[src/rtl/poly_mod_reduce_if.sv]
// ---------------------------------------------------------------------------
// poly_mod_reduce_if
// Groups the control handshake, the product-memory read port and the
// ModpolyN write port of poly_mod_reduce into one bundle.
//
// Signals:
//   start     begin a reduction (sampled by the reducer only when idle)
//   busy      reducer is running
//   done      one-cycle pulse after the final coefficient write
//   src_addr  read address into the product memory
//   src_data  product coefficient, combinational read of src_addr
//   dst_we    ModpolyN write enable
//   dst_addr  ModpolyN write address
//   dst_data  reduced coefficient in [0,Q)
//
// Modports:
//   master  the reducer side (drives addresses, writes and status)
//   slave   the environment side (drives start and the source data)
// ---------------------------------------------------------------------------
interface poly_mod_reduce_if #(
    parameter int unsigned COEF_W = 13,
    parameter int unsigned ADDR_W = 11
);
    logic              start;
    logic              busy;
    logic              done;
    logic [ADDR_W-1:0] src_addr;
    logic [COEF_W-1:0] src_data;
    logic              dst_we;
    logic [ADDR_W-1:0] dst_addr;
    logic [COEF_W-1:0] dst_data;

    modport master (
        input  start,
        input  src_data,
        output busy,
        output done,
        output src_addr,
        output dst_we,
        output dst_addr,
        output dst_data
    );

    modport slave (
        output start,
        output src_data,
        input  busy,
        input  done,
        input  src_addr,
        input  dst_we,
        input  dst_addr,
        input  dst_data
    );
endinterface

[src/rtl/poly_mod_reduce.sv]
// ---------------------------------------------------------------------------
// poly_mod_reduce
// Reduces a raw product polynomial c(x) (degree <= 2P-2, coefficients < Q)
// modulo x^P - x - 1 and modulo Q, and streams the P reduced coefficients
// into the ModpolyN coefficient RAM.
//
// Since x^P = x + 1, coefficient r_i = c_i + c_{P+i} + c_{P+i-1} (mod Q),
// where c_{P-1} is not a high term for i=0 and c_{2P-1} is zero. Each index
// takes two cycles: one to read c_i, one to read c_{P+i}. The high term read
// for index i is kept as prev_hi and reused as c_{P+i} for index i+1, so each
// source word is read only once.
//
// Ports:
//   clk   rising-edge clock
//   rst   asynchronous, active-high reset
//   bus   poly_mod_reduce_if master modport:
//           start/busy/done handshake, src_addr/src_data asynchronous-read
//           source port, dst_we/dst_addr/dst_data registered write port
// ---------------------------------------------------------------------------
module poly_mod_reduce #(
    parameter int unsigned P      = 761,
    parameter int unsigned Q      = 4591,
    parameter int unsigned COEF_W = 13,
    parameter int unsigned ADDR_W = 11
) (
    input logic                clk,
    input logic                rst,
    poly_mod_reduce_if.master  bus
);

    localparam int unsigned       SumW    = COEF_W + 2;
    localparam logic [ADDR_W-1:0] LastIdx = ADDR_W'(P - 1);
    localparam logic [ADDR_W-1:0] HiBase  = ADDR_W'(P);
    localparam logic [SumW-1:0]   QExt    = SumW'(Q);

    typedef enum logic [1:0] {
        StIdle,
        StRdLo,
        StRdHi,
        StFin
    } state_e;

    state_e            state_q, state_d;
    logic [ADDR_W-1:0] idx_q, idx_d;
    logic [COEF_W-1:0] acc_q, acc_d;
    logic [COEF_W-1:0] prev_hi_q, prev_hi_d;
    logic              dst_we_q, dst_we_d;
    logic [ADDR_W-1:0] dst_addr_q, dst_addr_d;
    logic [COEF_W-1:0] dst_data_q, dst_data_d;
    logic              done_q, done_d;

    logic [ADDR_W-1:0] src_addr;
    logic [COEF_W-1:0] hi;
    logic [SumW-1:0]   sum;
    logic [SumW-1:0]   sub1;
    logic [SumW-1:0]   sub2;
    logic [COEF_W-1:0] red;

    // ------------------------------------------------------------------
    // Modular reduction datapath. With all three terms < Q the sum is
    // below 3Q, so two conditional subtractions always land in [0,Q).
    // ------------------------------------------------------------------
    always_comb begin
        // c_{2P-1} does not exist: the last index has no fresh high term.
        hi   = (idx_q == LastIdx) ? '0 : bus.src_data;
        sum  = SumW'(acc_q) + SumW'(hi) + SumW'(prev_hi_q);
        sub1 = (sum >= QExt) ? (sum - QExt) : sum;
        sub2 = (sub1 >= QExt) ? (sub1 - QExt) : sub1;
        red  = COEF_W'(sub2);
    end

    // ------------------------------------------------------------------
    // Next-state and output logic
    // ------------------------------------------------------------------
    always_comb begin
        state_d    = state_q;
        idx_d      = idx_q;
        acc_d      = acc_q;
        prev_hi_d  = prev_hi_q;
        dst_we_d   = 1'b0;
        dst_addr_d = dst_addr_q;
        dst_data_d = dst_data_q;
        done_d     = 1'b0;
        src_addr   = '0;

        unique case (state_q)
            StIdle: begin
                if (bus.start) begin
                    idx_d     = '0;
                    prev_hi_d = '0;
                    state_d   = StRdLo;
                end
            end
            StRdLo: begin
                src_addr = idx_q;
                acc_d    = bus.src_data;
                state_d  = StRdHi;
            end
            StRdHi: begin
                src_addr   = HiBase + idx_q;
                dst_we_d   = 1'b1;
                dst_addr_d = idx_q;
                dst_data_d = red;
                prev_hi_d  = hi;
                if (idx_q == LastIdx) begin
                    state_d = StFin;
                end else begin
                    idx_d   = idx_q + ADDR_W'(1);
                    state_d = StRdLo;
                end
            end
            StFin: begin
                done_d  = 1'b1;
                state_d = StIdle;
            end
            default: begin
                state_d = StIdle;
            end
        endcase
    end

    // ------------------------------------------------------------------
    // State and output registers
    // ------------------------------------------------------------------
    always_ff @(posedge clk or posedge rst) begin
        if (rst) begin
            state_q    <= StIdle;
            idx_q      <= '0;
            acc_q      <= '0;
            prev_hi_q  <= '0;
            dst_we_q   <= 1'b0;
            dst_addr_q <= '0;
            dst_data_q <= '0;
            done_q     <= 1'b0;
        end else begin
            state_q    <= state_d;
            idx_q      <= idx_d;
            acc_q      <= acc_d;
            prev_hi_q  <= prev_hi_d;
            dst_we_q   <= dst_we_d;
            dst_addr_q <= dst_addr_d;
            dst_data_q <= dst_data_d;
            done_q     <= done_d;
        end
    end

    assign bus.src_addr = src_addr;
    assign bus.busy     = (state_q != StIdle);
    assign bus.done     = done_q;
    assign bus.dst_we   = dst_we_q;
    assign bus.dst_addr = dst_addr_q;
    assign bus.dst_data = dst_data_q;

    // Writes are spaced two cycles apart and done is a single pulse.
    a_we_pulse : assert property (@(posedge clk) disable iff (rst) dst_we_q |=> !dst_we_q);
    a_done_pulse : assert property (@(posedge clk) disable iff (rst) done_q |=> !done_q);

endmodule

[src/flat_wrapper.sv]
// flat-port wrapper written by rule: the top's interface ports become plain ports
module poly_mod_reduce_flat 
#(
    parameter int unsigned P      = 761,
    parameter int unsigned Q      = 4591,
    parameter int unsigned COEF_W = 13,
    parameter int unsigned ADDR_W = 11
)
  (clk, rst, bus_start, bus_src_data, bus_busy, bus_done, bus_src_addr, bus_dst_we, bus_dst_addr, bus_dst_data);
  poly_mod_reduce_if #(.COEF_W(COEF_W), .ADDR_W(ADDR_W)) bus_i ();
  input logic clk;
  input logic rst;
  input wire logic [$bits(bus_i.start)-1:0] bus_start;
  input wire logic [$bits(bus_i.src_data)-1:0] bus_src_data;
  output wire logic [$bits(bus_i.busy)-1:0] bus_busy;
  output wire logic [$bits(bus_i.done)-1:0] bus_done;
  output wire logic [$bits(bus_i.src_addr)-1:0] bus_src_addr;
  output wire logic [$bits(bus_i.dst_we)-1:0] bus_dst_we;
  output wire logic [$bits(bus_i.dst_addr)-1:0] bus_dst_addr;
  output wire logic [$bits(bus_i.dst_data)-1:0] bus_dst_data;
  assign bus_i.start = bus_start;
  assign bus_i.src_data = bus_src_data;
  assign bus_busy = bus_i.busy;
  assign bus_done = bus_i.done;
  assign bus_src_addr = bus_i.src_addr;
  assign bus_dst_we = bus_i.dst_we;
  assign bus_dst_addr = bus_i.dst_addr;
  assign bus_dst_data = bus_i.dst_data;
  poly_mod_reduce #(.P(P), .Q(Q), .COEF_W(COEF_W), .ADDR_W(ADDR_W)) u_core (.clk(clk), .rst(rst), .bus(bus_i));
endmodule
[config.mk]
export PLATFORM = sky130hd
export DESIGN_NAME = poly_mod_reduce_flat
export DESIGN_NICKNAME = d
export VERILOG_FILES = /design/src/rtl/poly_mod_reduce_if.sv /design/src/rtl/poly_mod_reduce.sv /design/src/flat_wrapper.sv
export SDC_FILE = /design/constraint.sdc
export NUM_CORES = 1
export LEC_CHECK = 0
export BUFFER_PORTS_ARGS = -buffer_cell sky130_fd_sc_hd__buf_2
export CORE_ASPECT_RATIO = 1.2
export CORE_MARGIN = 2
export CORE_UTILIZATION = 55
export DETAILED_ROUTE_END_ITERATION = 8
export PLACE_DENSITY = 0.72
export SLEW_MARGIN = 20
export SYNTH_ARGS = -nofsm -noshare
export SYNTH_HDL_FRONTEND = slang
export SYNTH_SLANG_ARGS = --single-unit
[constraint.sdc]
create_clock -name clk -period 10.23 [get_ports clk]
set_clock_uncertainty 0.15 [all_clocks]
set_input_delay 0.5115 -clock clk [delete_from_list [all_inputs] [get_ports clk]]
set_output_delay 0.5115 -clock clk [all_outputs]
set_load 0.01 [all_outputs]
# Yosys cells after proc, flatten, opt, wreduce, memory -nomap -nowiden
# Index checks and enable logic that the tools add are counted.
dict set report word_totals {
  register_bits 65
  latch_bits 0
  ram_bits 0
  romBits 0
  in_bits 16
  output_inout_bits 38
  wordCells 41
  n_memories 0
}
dict set report classes {
  addsub 6
  mul 0
  div 0
  magnitude_cmp 2
  n_eq_ne 6
  shift 0
  mux 14
  bitwise 0
  reduce_logical 5
}
# cell count
set ops {}
lappend ops {{$pmux 11 s2} 2}
lappend ops {{$mux 13} 3}
lappend ops {{$ge 15x13->1 const B} 2}
lappend ops {{$pmux 13 s2} 1}
lappend ops {{$mux 11} 2}
lappend ops {{$add 15x13->15} 1}
lappend ops {{$mux 15} 1}
lappend ops {{$sub 15x13->15 const B} 1}
lappend ops {{$add 13x13->14} 1}
lappend ops {{$sub 13x13->13 const B} 1}
lappend ops {{$add 10x11->11 const A} 1}
lappend ops {{$add 11x1->11 const B} 1}
lappend ops {{$eq 11x10->1 const B} 1}
lappend ops {{$pmux 2 s4} 1}
lappend ops {{$eq 2x2->1 const B} 2}
lappend ops {{$mux 2} 2}
lappend ops {{$ne 2x2->1 const B} 2}
lappend ops {{$reduce_bool 2->1} 2}
lappend ops {{$reduce_and 3->1} 1}
lappend ops {{$eq 2x1->1 const B} 1}
lappend ops {{$logic_not 2->1} 1}
lappend ops {{$mux 1} 2}
lappend ops {{$reduce_and 2->1} 1}

# Logic depth before layout (Yosys ltp)
dict set report logic_depth {
  ltp_word 8
  ltp_mapped 39
  depth_no_buf 35
}

# Worst setup path after synthesis
# Ideal clock, no wire load.
dict set report synth_timing {
  path_type {register -> register}
  from {reg u_core.idx_q[0]}
  to {reg u_core.dst_data_q[8] (netlist: u_core.bus.dst_data[8])}
  setup_time_ns 0.120
  arrival_ns 7.172
  required_ns 9.960
  setup_slack_ns 2.788
  path_stages_with_launch 37
  n_path_buf 3
  synth_period_minus_slack_ns 7.442
  cell_sequence {dfrtp_1 > inv_1 > ha_1 > and4bb_4 > nand3_1 > clkbuf_1 > and2_1 > ha_1 > inv_1 > fa_1 > inv_1 > maj3_1 > a21oi_1 > o21bai_1 > maj3_1 > o2111ai_1 > nor2b_1 > xnor2_1 > ha_1 > a21oi_1 > o21ai_1 > or2_2 > o221ai_2 > and3_1 > buf_2 > a21o_4 > nand2_2 > clkbuf_1 > o21ai_0 > ha_1 > nand3_1 > nor3_1 > a311oi_2 > a2111oi_4 > nor3_2 > or4_1 > a31o_1}
}
dict set report synth_via {
  elab_chain_len 8
  word_cells_on_any_way 10
  cone_classes {add/sub: 4; order compare: 2; eq/ne: 1; mux: 3}
}
# item line_no
set synth_lines {}
lappend synth_lines {{start: declaration} poly_mod_reduce.sv:44} ;# logic [ADDR_W-1:0] idx_q, idx_d;
lappend synth_lines {{start signal: assignment} poly_mod_reduce.sv:137} ;# idx_q <= idx_d;
lappend synth_lines {{$eq 11x10->1 (*)} poly_mod_reduce.sv:65} ;# hi = (idx_q == LastIdx) ? '0 : bus.src_data;
lappend synth_lines {{$mux 13 (*)} poly_mod_reduce.sv:65}
lappend synth_lines {{$add 13x13->14 (*)} poly_mod_reduce.sv:66} ;# sum = SumW'(acc_q) + SumW'(hi) + SumW'(prev_hi_q);
lappend synth_lines {{$add 15x13->15 (*)} poly_mod_reduce.sv:66}
lappend synth_lines {{$sub 15x13->15 or $ge 15x13->1 (tied branches)} poly_mod_reduce.sv:67} ;# sub1 = (sum >= QExt) ? (sum - QExt) : sum;
lappend synth_lines {{$mux 15 (*)} poly_mod_reduce.sv:67}
lappend synth_lines {{$sub 13x13->13 or $ge 15x13->1 (tied branches)} poly_mod_reduce.sv:68} ;# sub2 = (sub1 >= QExt) ? (sub1 - QExt) : sub1;
lappend synth_lines {{$mux 13 (*)} poly_mod_reduce.sv:68}
lappend synth_lines {{end signal: assignment} poly_mod_reduce.sv:142} ;# dst_data_q <= dst_data_d;
lappend synth_lines {{end: declaration} poly_mod_reduce.sv:49} ;# logic [COEF_W-1:0] dst_data_q, dst_data_d;
# Mark *: on every way between the ends. The rest lies on a longest branch, timed or not.
# A chain may end at the register's enable or synchronous reset.

# Worst setup path in the final report
dict set report layout_timing {
  from {reg u_core.idx_q[0]}
  to {reg u_core.dst_data_q[6] (netlist: u_core.bus.dst_data[6])}
}
# The elaborated chain is that of the path after synthesis.

==> impl_metrics.env <==
export IMPL_finalCritPeriodShare_pct=84.0
export IMPL_drt_iter0_drc=270
export IMPL_async_reset_ff_share_pct=100
export IMPL_grt_pass1_wl_mm=23.0
export IMPL_syn_inst=611
export IMPL_io_buffer_count=53
export IMPL_seq_area_sq_um=1630
export IMPL_holdPathEnd="u_core.prev_hi_q[4]"
export IMPL_drtAntennaViolNets=0
export IMPL_syn_nets=663
export IMPL_ctsResizeCount=0
export IMPL_viasPerCell=6.19
export IMPL_cp_max_fo=14
export IMPL_worst_ep_arrival_time_ps=8680
export IMPL_n_antenna_cell=0
export IMPL_drc=0
export IMPL_clk_pin_slew_ps=60
export IMPL_die_h_microns=114
export IMPL_yosys_register_bits=65
export IMPL_worst_slew_pin_slew_ps=989
export IMPL_reg2reg_from="u_core.idx_q[0]"
export IMPL_htreeDepth=3
export IMPL_slew_violations=0
export IMPL_wire_per_inst_microns=17.5
export IMPL_drtPass1Iterations=5
export IMPL_timing_critical_path_mode_cell="ha_1"
export IMPL_reg2reg_slack_ps=1630
export IMPL_rsz0062_at_grt="false"
export IMPL_syn_area_per_cell_sq_um=9.09
export IMPL_clk_insertion_delay_late_ps=350
export IMPL_grt_max_degree=66
export IMPL_holdPathStages=2
export IMPL_track_usage_pct=26.6
export IMPL_yosysUniqueCellTypes=94
export IMPL_yosysSeqAreaShare_pct=29.3
export IMPL_synth_top_cell_by_area="dfrtp_1"
export IMPL_worst_setup_path_type="register to register"
export IMPL_startpoint_type="register"
export IMPL_fin_crit_ps=8600
export IMPL_ys_flop_type="dfrtp_1"
export IMPL_place_gp_congestion=0.892
export IMPL_required_ps=10310
export IMPL_synth_edf_count=0
export IMPL_drive_gt1_share_pct=21.7
export IMPL_die_area_sq_um=10900
export IMPL_cts_setup_buffers=0
export IMPL_hold_class="input pin to register"
export IMPL_crit_buf_inv=3
export IMPL_antenna_found_initial=0
export IMPL_slowest_stage="nor3_2"
export IMPL_drv_cap=0
export IMPL_cp_end_kind="register"
export IMPL_final_util_pct=61.8
export IMPL_max_freq_mhz=116
export IMPL_cts_root_buf="clkbuf_16"
export IMPL_grt_pass1_vias=4818
export IMPL_r2r_end="u_core.bus.dst_data[6]"
export IMPL_start_util_pct=56.1
export IMPL_vias=4822
export IMPL_area_growth_pct=10.3
export IMPL_hold_viol_final=0
export IMPL_status="finished, final reports clean"
export IMPL_dp_hpwl_mm=9.97
export IMPL_io_pins=54
export IMPL_multi_input_area_sq_um=3670
export IMPL_cp_top_family="compound AO/OA/AOI/OAI gates"
export IMPL_synth_top_area_share_pct=29.3
export IMPL_yosys_top_cells_area="dfrtp_1, ha_1, mux2_2"
export IMPL_ys_warn_count=0
export IMPL_core_area_sq_um=9910
export IMPL_cts_tree="yes"
export IMPL_dieWidth_microns=95.8
export IMPL_nets=700
export IMPL_holdBufCountCts=0
export IMPL_wl_mm=13.6
export IMPL_overflow=0
export IMPL_clock_sinks=65
export IMPL_netlist_area_sq_um=5560
export IMPL_cp_slowest_stage_delay_ps=630
export IMPL_n_fill_cell=880
export IMPL_final_setup_tns_ps=0
export IMPL_slew_headroom_pct=34.1
export IMPL_cts_buffers=9
export IMPL_clockBufferDepth=2
export IMPL_worstHoldStart="bus_src_data[4]"
export IMPL_rows=40
export IMPL_setup_viol=0
export IMPL_ff2ff_path_depth=33
-- layout make-up --
type	instances	area share, %
multi-input combinational	488	59.9
sequential	65	26.5
inverter	28	1.72
tap	126	2.57
clock inverter	7	0.878
timing repair buffer	56	4.70
clock buffer	9	3.68
-- kinds of logic after synthesis --
group / synth area share, %
buf+inv: 4.71
flops: 29.3
compound gates: 24.5
xor+xnor: 7.07
simple gates: 19.3
mux: 6.26
fa+ha+maj: 8.92
-- through the flow --
stage | std cells | area (sq um) | hold WS [ps] | worst slack (ps)
after floorplan | 611 | 5560 | 328 | 2790
after global placement | 763 | 5850 | 324 | 2130
after detailed placement | 763 | 5850 | 323 | 1710
after CTS | 779 | 6130 | 256 | 1620
after global routing | 779 | 6130 | 269 | 957
final | 779 | 6130 | 258 | 1630
-- worst max path at each step --
| stage | start | to | cells after the start |
|---|---|---|---|
| after floorplan | u_core.idx_q[0] | u_core.bus.dst_data[8] | 36 |
| after global placement | u_core.idx_q[0] | u_core.bus.dst_data[8] | 32 |
| after detailed placement | u_core.idx_q[0] | u_core.bus.dst_data[8] | 32 |
| after CTS | u_core.idx_q[0] | u_core.bus.dst_data[6] | 33 |
| after global routing | u_core.idx_q[0] | u_core.bus.dst_data[6] | 34 |
| final | u_core.idx_q[0] | u_core.bus.dst_data[6] | 33 |
-- registers in the layout, summed over array words and instances, names as in the netlist --
name                 count
u_core.acc_q            13
u_core.state_q           2
u_core.prev_hi_q        13
u_core.idx_q            11
u_core.bus.dst_we        1
u_core.bus.dst_data     13
u_core.bus.done          1
u_core.bus.dst_addr     11
-- synthesized netlist by cell type, types with 10 or more instances --
| library cell | instances |
|---|---|
| xnor2_1 | 26 |
| dfrtp_1 | 65 |
| nand3_1 | 18 |
| mux2_2 | 25 |
| ha_1 | 34 |
| xor2_1 | 17 |
| and3_1 | 10 |
| nor3_1 | 13 |
| nand2_1 | 44 |
| inv_1 | 26 |
| nor2_1 | 38 |
| o21ai_0 | 27 |
| a21oi_1 | 46 |
| and2_1 | 11 |
| or3_1 | 10 |
| clkbuf_1 | 15 |
| a22o_1 | 12 |
-- worst register-to-register path, delay by kind of cell (launching register included) --
| kind | cells | cell delay (ps) |
|---|---|---|
| compound gates | 12 | 2780 |
| xor+xnor | 1 | 160 |
| fa+ha+maj | 7 | 1970 |
| buf+inv | 3 | 250 |
| flops | 1 | 440 |
| mux | 1 | 170 |
| simple gates | 9 | 2560 |
-- layer usage --
layer / share of wire (%) / vias to the layer above / track usage [%] / routed length (microns)
met4: 2.6 / 0 / 11.0 / 357
met3: 3.3 / 26 / 3.55 / 452
met2: 51 / 123 / 45.5 / 6940
li1: - / 2323 / - / -
met1: 43 / 2350 / 33.6 / 5850
met5: 0 / - / 0 / 0
-- cells in the final DEF, fill, tap and decap left out, drive strengths merged, types with 4 or more instances in the layout --
master  synthesis  routed
mux2           27      27
o22ai           4       4
a22oi           4       4
nand3          19      19
a31oi           8       8
and3           12      12
o211ai          4       4
nor3           14      14
o21a            5       5
xnor2          27      27
clkbuf         15       9
mux2i           4       4
xor2           17      17
ha             34      34
nor2           39      39
inv            27      29
nor4            5       5
o31ai           8       8
a21o            7       7
and2           11      11
nand2          45      45
buf            15      56
o21ai          32      32
or2            10      10
a21oi          49      49
dfrtp          65      65
nand2b          5       5
or3            10      10
nand4           9       9
nor2b           7       7
a22o           12      12
a211oi          8       8
Power is left out: the tool's default activity adds up to more than one toggle a clock period on the data nets, which glitch-free logic cannot reach.
